$ cat config.mk
export PLATFORM = sky130hd
export DESIGN_NAME = alu_arbiter
export DESIGN_NICKNAME = d
export VERILOG_FILES = /design/src/rtl/alu_arbiter.sv
export SDC_FILE = /design/constraint.sdc
export NUM_CORES = 1
export LEC_CHECK = 0
export BUFFER_PORTS_ARGS = -buffer_cell sky130_fd_sc_hd__buf_4
export CAP_MARGIN = 25
export CORE_MARGIN = 2
export CORE_UTILIZATION = 38
export CTS_CLUSTER_SIZE = 40
export DETAILED_ROUTE_END_ITERATION = 8
export PLACE_DENSITY_LB_ADDON = 0.15
export SKIP_CTS_REPAIR_TIMING = 1
export SYNTH_ARGS = -nofsm -noshare
export SYNTH_HDL_FRONTEND = slang
export SYNTH_SLANG_ARGS = --single-unit
$ cat constraint.sdc
create_clock -name clk -period 4.7 [get_ports clk]
set_clock_uncertainty 0.2 [all_clocks]
set_input_delay 0.235 -clock clk [delete_from_list [all_inputs] [get_ports clk]]
set_output_delay 0.235 -clock clk [all_outputs]
set_load 0.02 [all_outputs]
$ cat src/rtl/alu_arbiter.sv
// Two-requester arbiter in front of one shared, external combinational ALU.
// Latency: request sampled at edge k, grant in cycle k+1, result held from cycle k+2 until acked.
// Backpressure: the result is held in RESP until the owner acks; requests are not sampled while busy.
module alu_arbiter #(
   parameter int WIDTH = 32
) (
   input  logic             clk,
   input  logic             rst,

   // requester 0
   input  logic             req0,
   input  logic [WIDTH-1:0] src_a0,
   input  logic [WIDTH-1:0] src_b0,
   input  logic [2:0]       ctrl0,
   output logic             gnt0,
   output logic             rsp_valid0,
   input  logic             rsp_ack0,

   // requester 1
   input  logic             req1,
   input  logic [WIDTH-1:0] src_a1,
   input  logic [WIDTH-1:0] src_b1,
   input  logic [2:0]       ctrl1,
   output logic             gnt1,
   output logic             rsp_valid1,
   input  logic             rsp_ack1,

   // captured response, shared by both requesters (qualified by rsp_validN)
   output logic [WIDTH-1:0] result,
   output logic             zero,

   // shared ALU
   output logic [WIDTH-1:0] alu_src_a,
   output logic [WIDTH-1:0] alu_src_b,
   output logic [2:0]       alu_control,
   input  logic [WIDTH-1:0] alu_result,
   input  logic             alu_zero,

   output logic             busy
);

   typedef enum logic [1:0] {
      IDLE = 2'd0,
      EXEC = 2'd1,
      RESP = 2'd2
   } state_t;

   state_t           state;
   state_t           state_nxt;

   // arbitration pointer and current transaction owner
   logic             prio;
   logic             own;

   // operand registers feeding the ALU
   logic [WIDTH-1:0] opa_q;
   logic [WIDTH-1:0] opb_q;
   logic [2:0]       ctl_q;

   // arbitration decision, meaningful only in IDLE
   logic             any_req;
   logic             win;
   logic             take;
   logic             own_ack;

   // Pick a winner: a lone requester always wins, a tie goes to the pointer.
   always_comb begin
      any_req = req0 | req1;
      win     = (req0 & req1) ? prio : req1;
      take    = (state == IDLE) & any_req;
      // only the owner's ack can close the response
      own_ack = own ? rsp_ack1 : rsp_ack0;
   end

   // State register.
   always_ff @(posedge clk or posedge rst) begin
      if (rst) begin
         state <= IDLE;
      end else begin
         state <= state_nxt;
      end
   end

   // Next-state logic: EXEC is always a single cycle, RESP waits for the owner's ack.
   always_comb begin
      state_nxt = state;
      case (state)
         IDLE:    if (any_req) state_nxt = EXEC;
         EXEC:    state_nxt = RESP;
         RESP:    if (own_ack) state_nxt = IDLE;
         default: state_nxt = IDLE;
      endcase
   end

   // Output decode: grant and response valid are steered to the owner only.
   always_comb begin
      gnt0       = 1'b0;
      gnt1       = 1'b0;
      rsp_valid0 = 1'b0;
      rsp_valid1 = 1'b0;
      busy       = (state != IDLE);
      if (state == EXEC) begin
         gnt0 = ~own;
         gnt1 =  own;
      end
      if (state == RESP) begin
         rsp_valid0 = ~own;
         rsp_valid1 =  own;
      end
   end

   // Capture the winner's operands, record ownership and flip the pointer away from the winner.
   always_ff @(posedge clk or posedge rst) begin
      if (rst) begin
         prio  <= 1'b0;
         own   <= 1'b0;
         opa_q <= '0;
         opb_q <= '0;
         ctl_q <= 3'b000;
      end else if (take) begin
         prio  <= ~win;
         own   <= win;
         opa_q <= win ? src_a1 : src_a0;
         opb_q <= win ? src_b1 : src_b0;
         ctl_q <= win ? ctrl1  : ctrl0;
      end
   end

   // Sample the ALU at the end of EXEC; the value then holds through RESP and beyond.
   always_ff @(posedge clk or posedge rst) begin
      if (rst) begin
         result <= '0;
         zero   <= 1'b0;
      end else if (state == EXEC) begin
         result <= alu_result;
         zero   <= alu_zero;
      end
   end

   // The ALU sees the operand registers at all times, so its inputs only move on a new grant.
   always_comb begin
      alu_src_a   = opa_q;
      alu_src_b   = opb_q;
      alu_control = ctl_q;
   end

endmodule
Word-level counts from Yosys, hierarchy flattened
Cells that the tools add are included.
- reduce and logical (&&, ||, !) cells: 3
- multiplexer cells: 12
- eq/ne operators: 4
- bitwise logic cells: 5
- operators by type and width (operator ; count):
    32-bit 2-to-1 mux ; 2
    1-bit 2-to-1 mux ; 6
    2-bit one-hot mux with 3 select lines ; 1
    2-bit 2-to-1 mux ; 2
    2-bit != test, second input constant ; 2
    3-bit 2-to-1 mux ; 1
    1-bit AND ; 2
    2-bit by 1-bit equality test with 1-bit output, second input constant ; 1
    2-bit equality test, second input constant ; 1
    2-bit logical NOT ; 1
    1-bit NOT ; 2
    2-bit AND reduction ; 1
    2-bit nonzero test ; 1
    1-bit bitwise OR ; 1
- register bits after elaboration: 104
- bits of input ports: 173

Depth between registers and ports, before layout
- word-level depth: 3
- gate-level depth with buffers: 7
- gate-level depth less buffers: 3

Worst setup path before layout
Ideal clock, no wire load.
- path kind: register to output
- start point: reg state[0]
- end point: out busy
- cell stages (with the launch flop): 5
- arrival time: 1162 ps
- path buffers: 2
- data required time: 4265 ps
- slack: 3103 ps
- cells stage by stage: dfrtp_1 > nor2_1 > buf_2 > buf_2 > inv_1
- cells in the longest elaborated chain, start to end: 1
- ends and longest elaborated chain (item ; RTL line ; RTL):
    start: declaration ; 48 ; state_t state;
    start signal: assignment ; 80 ; state <= state_nxt;
    2-bit nonzero test ; 101 ; busy = (state != IDLE);
    end: declaration ; 39 ; output logic busy
No other way between the ends.

Worst setup path in the final report
- start point: reg prio
- end point: reg opb_q[15] (netlist: alu_src_b[15])
- cells in the longest elaborated chain, start to end: 2
- ends and longest elaborated chain (item ; RTL line ; RTL):
    start: declaration ; 52 ; logic prio;
    start signal: assignment ; 121 ; prio <= ~win;
    1-bit 2-to-1 mux ; 69 ; win = (req0 & req1) ? prio : req1;
    32-bit 2-to-1 mux ; 124 ; opb_q <= win ? src_b1 : src_b0;
    end signal: assignment ; 124 ;
    end: declaration ; 57 ; logic [WIDTH-1:0] opb_q;
No other way between the ends.
A chain may end at the register's enable or synchronous reset.

==> flow_summary.toml <==
[layout]
diodes = 0
mostFrequentLayoutCell = "buf_4"
final_cell_mix = "282 x buf_4, 104 x dfrtp_1, 84 x dlygate4sd3_1"
drive_gt1_share_pct = 42.1
multi_input_area_sq_mm = 0.00191
ff_latch_area_sq_mm = 0.00260
fillers = 1011
fin_nets = 976
area_growth_pct = 67.4
final_cell_area_sq_mm = 0.00805

[routing]
dr.pass1.iters = 4
drc = 0
wl_per_cell_um = 17.5
via_count = 5195
vias_per_cell = 5.30
dr.first_iter.drc_count = 340
ant_nets = 0
totalWireLength_um = 17100

[floorplanning]
dieArea_sq_mm = 0.0136
std_cell_rows = 41
start_util_pct = 38.6
core_area_sq_mm = 0.0125
die_h_um = 117
pin_count = 278
die_x_um = 117

[worst_setup_path]
path_cells = "nand2b_2, buf_4, nand3_1, a31oi_1, dlygate4sd3_1"
required_ns = 4.77
crit_family = "buffers and inverters"
worst_setup_path_start_kind = "flip-flop"
cp_max_fo = 53
crit_type = "reg2reg"
worst_setup_path_end_kind = "flip-flop"
critPathMaxStageDelay_ns = 0.57
slowest_stage = "dlygate4sd3_1"
crit_arrival_ns = 2.59
path_buf_inv = 2

[sta]
worst_hold_slack_ns = -0.0307
worst_slew_pin_slew_ns = 0.978
slew_violations = 0
hold_viol_final = 38
rsz0062_at_grt = "false"
finalCritPeriodShare_pct = 53.7
max_freq_mhz = 397
slew_headroom_pct = 34.7
setup_viol = 0
fin_tns_setup_ns = 0
finalCriticalPeriod_ns = 2.52

[grt]
antenna_found_initial = 0
grt.overflow.total = 0
grt_pass1_vias = 4751
grt_pass1_wl_um = 23800
grt_use_total_pct = 22.5
grt_max_degree = 71

[placed_design]
gp_congestion = 0.760
hpwl_um = 10800
placed_cell_area_sq_mm = 0.00688
port_buffers = 277

[synthesis]
synth-seq-cells = 104
yosys_warnings = 0
avgSynthCellArea_sq_um = 9.98
synthCells = 482
syn_area_sq_mm = 0.00481
syn-num-nets = 655
ys_types = 19
ys_seq_area_share_pct = 54.1

[cts]
cts_made_buffers = 9
cts_max_level = 3
clockBufferDepth = 2
clk_pin_slew_ns = 0.07
cts_root_buf = "clkbuf_16"
cts_tree = "done"
clk_latency_ns = 0.34
cts_sinks = 104

[status]
violations = "hold timing"
status = "complete, but fails checks"

[power]
pwr-share-seq_pct = 31.3
pwr-share-comb_pct = 52.9
p_sw_uw = 2120
power.internal_uw = 3080
power_leakage_uw = 0.00361
peakVddDrop_mv = 0.348
power_uw = 5200
p_clk_share_pct = 15.8
powerDensity_mw_per_mm2 = 646
sw_frac_of_total_pct = 40.7

[flow_run]
maxCapViolCount = 0

[min_path]
min_path_type = "in2reg"
[tightest hold or removal path, delay by kind of cell]
| kind | cells | cell delay [ns] |
|---|---|---|
| compound gates | 2 | 0.14 |
| buf+inv | 1 | 0.10 |
[cells in the mapped netlist]
library cell | number | area (sq um)
or2_1 | 1 | 6.26
a31oi_1 | 67 | 419
nand3_1 | 68 | 340
buf_4 | 1 | 7.51
buf_2 | 14 | 70.1
mux2_2 | 34 | 383
nor2_1 | 5 | 18.8
and2_4 | 1 | 8.76
inv_2 | 1 | 3.75
o21a_1 | 1 | 7.51
o21ai_0 | 68 | 340
buf_6 | 9 | 101
dfrtp_1 | 104 | 2600
nor2b_1 | 1 | 6.26
nand2b_1 | 3 | 18.8
inv_1 | 3 | 11.3
clkbuf_1 | 33 | 124
a21oi_1 | 67 | 335
o21ai_1 | 1 | 5.00
[worst paths after layout]
kind                                        start                   endpoint  slack [ns]  cells past startpoint
min in group asynchronous                     rst     result[20]$_DFFE_PP0N_        0.39                      3
max reg2reg                      prio$_DFFE_PP0P_  alu_src_b[15]$_DFFE_PP0P_        2.18                      5
min                                    src_b0[24]  alu_src_b[24]$_DFFE_PP0P_       -0.03                      3
max                              prio$_DFFE_PP0P_  alu_src_b[15]$_DFFE_PP0P_        2.18                      5
min reg2reg                result[30]$_DFFE_PP0N_     result[30]$_DFFE_PP0N_        0.31                      1
max in group asynchronous                     rst   alu_src_b[6]$_DFFE_PP0P_        2.83                      4
[logic make-up after synthesis]
kind of cell | synth area share, %
mux | 7.96
compound gates | 23.0
simple gates | 8.30
flops | 54.1
buf+inv | 6.61
[area by class of cell]
cell class / instances / share of cell area (%)
repair buffers: 367 / 37.0
multi-input cells: 317 / 23.7
clock inverters: 6 / 1.12
well taps: 172 / 2.67
inverters: 4 / 0.218
clock buffers: 10 / 2.97
flip-flops and latches: 104 / 32.3
[sequential cells by signal (all words and copies together) (netlist names)]
| register | cells |
|---|---|
| prio | 1 |
| alu_control | 3 |
| zero | 1 |
| alu_src_a | 32 |
| own | 1 |
| result | 32 |
| alu_src_b | 32 |
| state | 2 |
[through the flow]
stage	setup slack [ns]	cells	util, %
after CTS	2.46	896	57.8
after detailed placement	2.38	880	55.2
after floorplan	1.53	482	-
final	2.18	980	64.6
after global routing	2.01	980	64.6
after global placement	2.42	879	55.0
[power groups by stage]
stage	combinational [uW]	sequential [uW]	clock (uW)
final	2750	1630	824
after global routing	2950	1670	876
after CTS	2600	1620	838
after detailed placement	2600	1630	0
after global placement	2550	1610	0
after floorplan	1030	2140	0
[metal layers]
| metal | global-route usage [%] | routed length [um] | part of all wire (%) |
|---|---|---|---|
| met1 | 27.4 | 6580 | 38 |
| met2 | 38.8 | 8710 | 51 |
| met3 | 4.88 | 1350 | 7.9 |
| met4 | 9.37 | 473 | 2.8 |
| met5 | 0 | 0 | 0 |
Note: power is estimated with default switching activity, not from simulation.
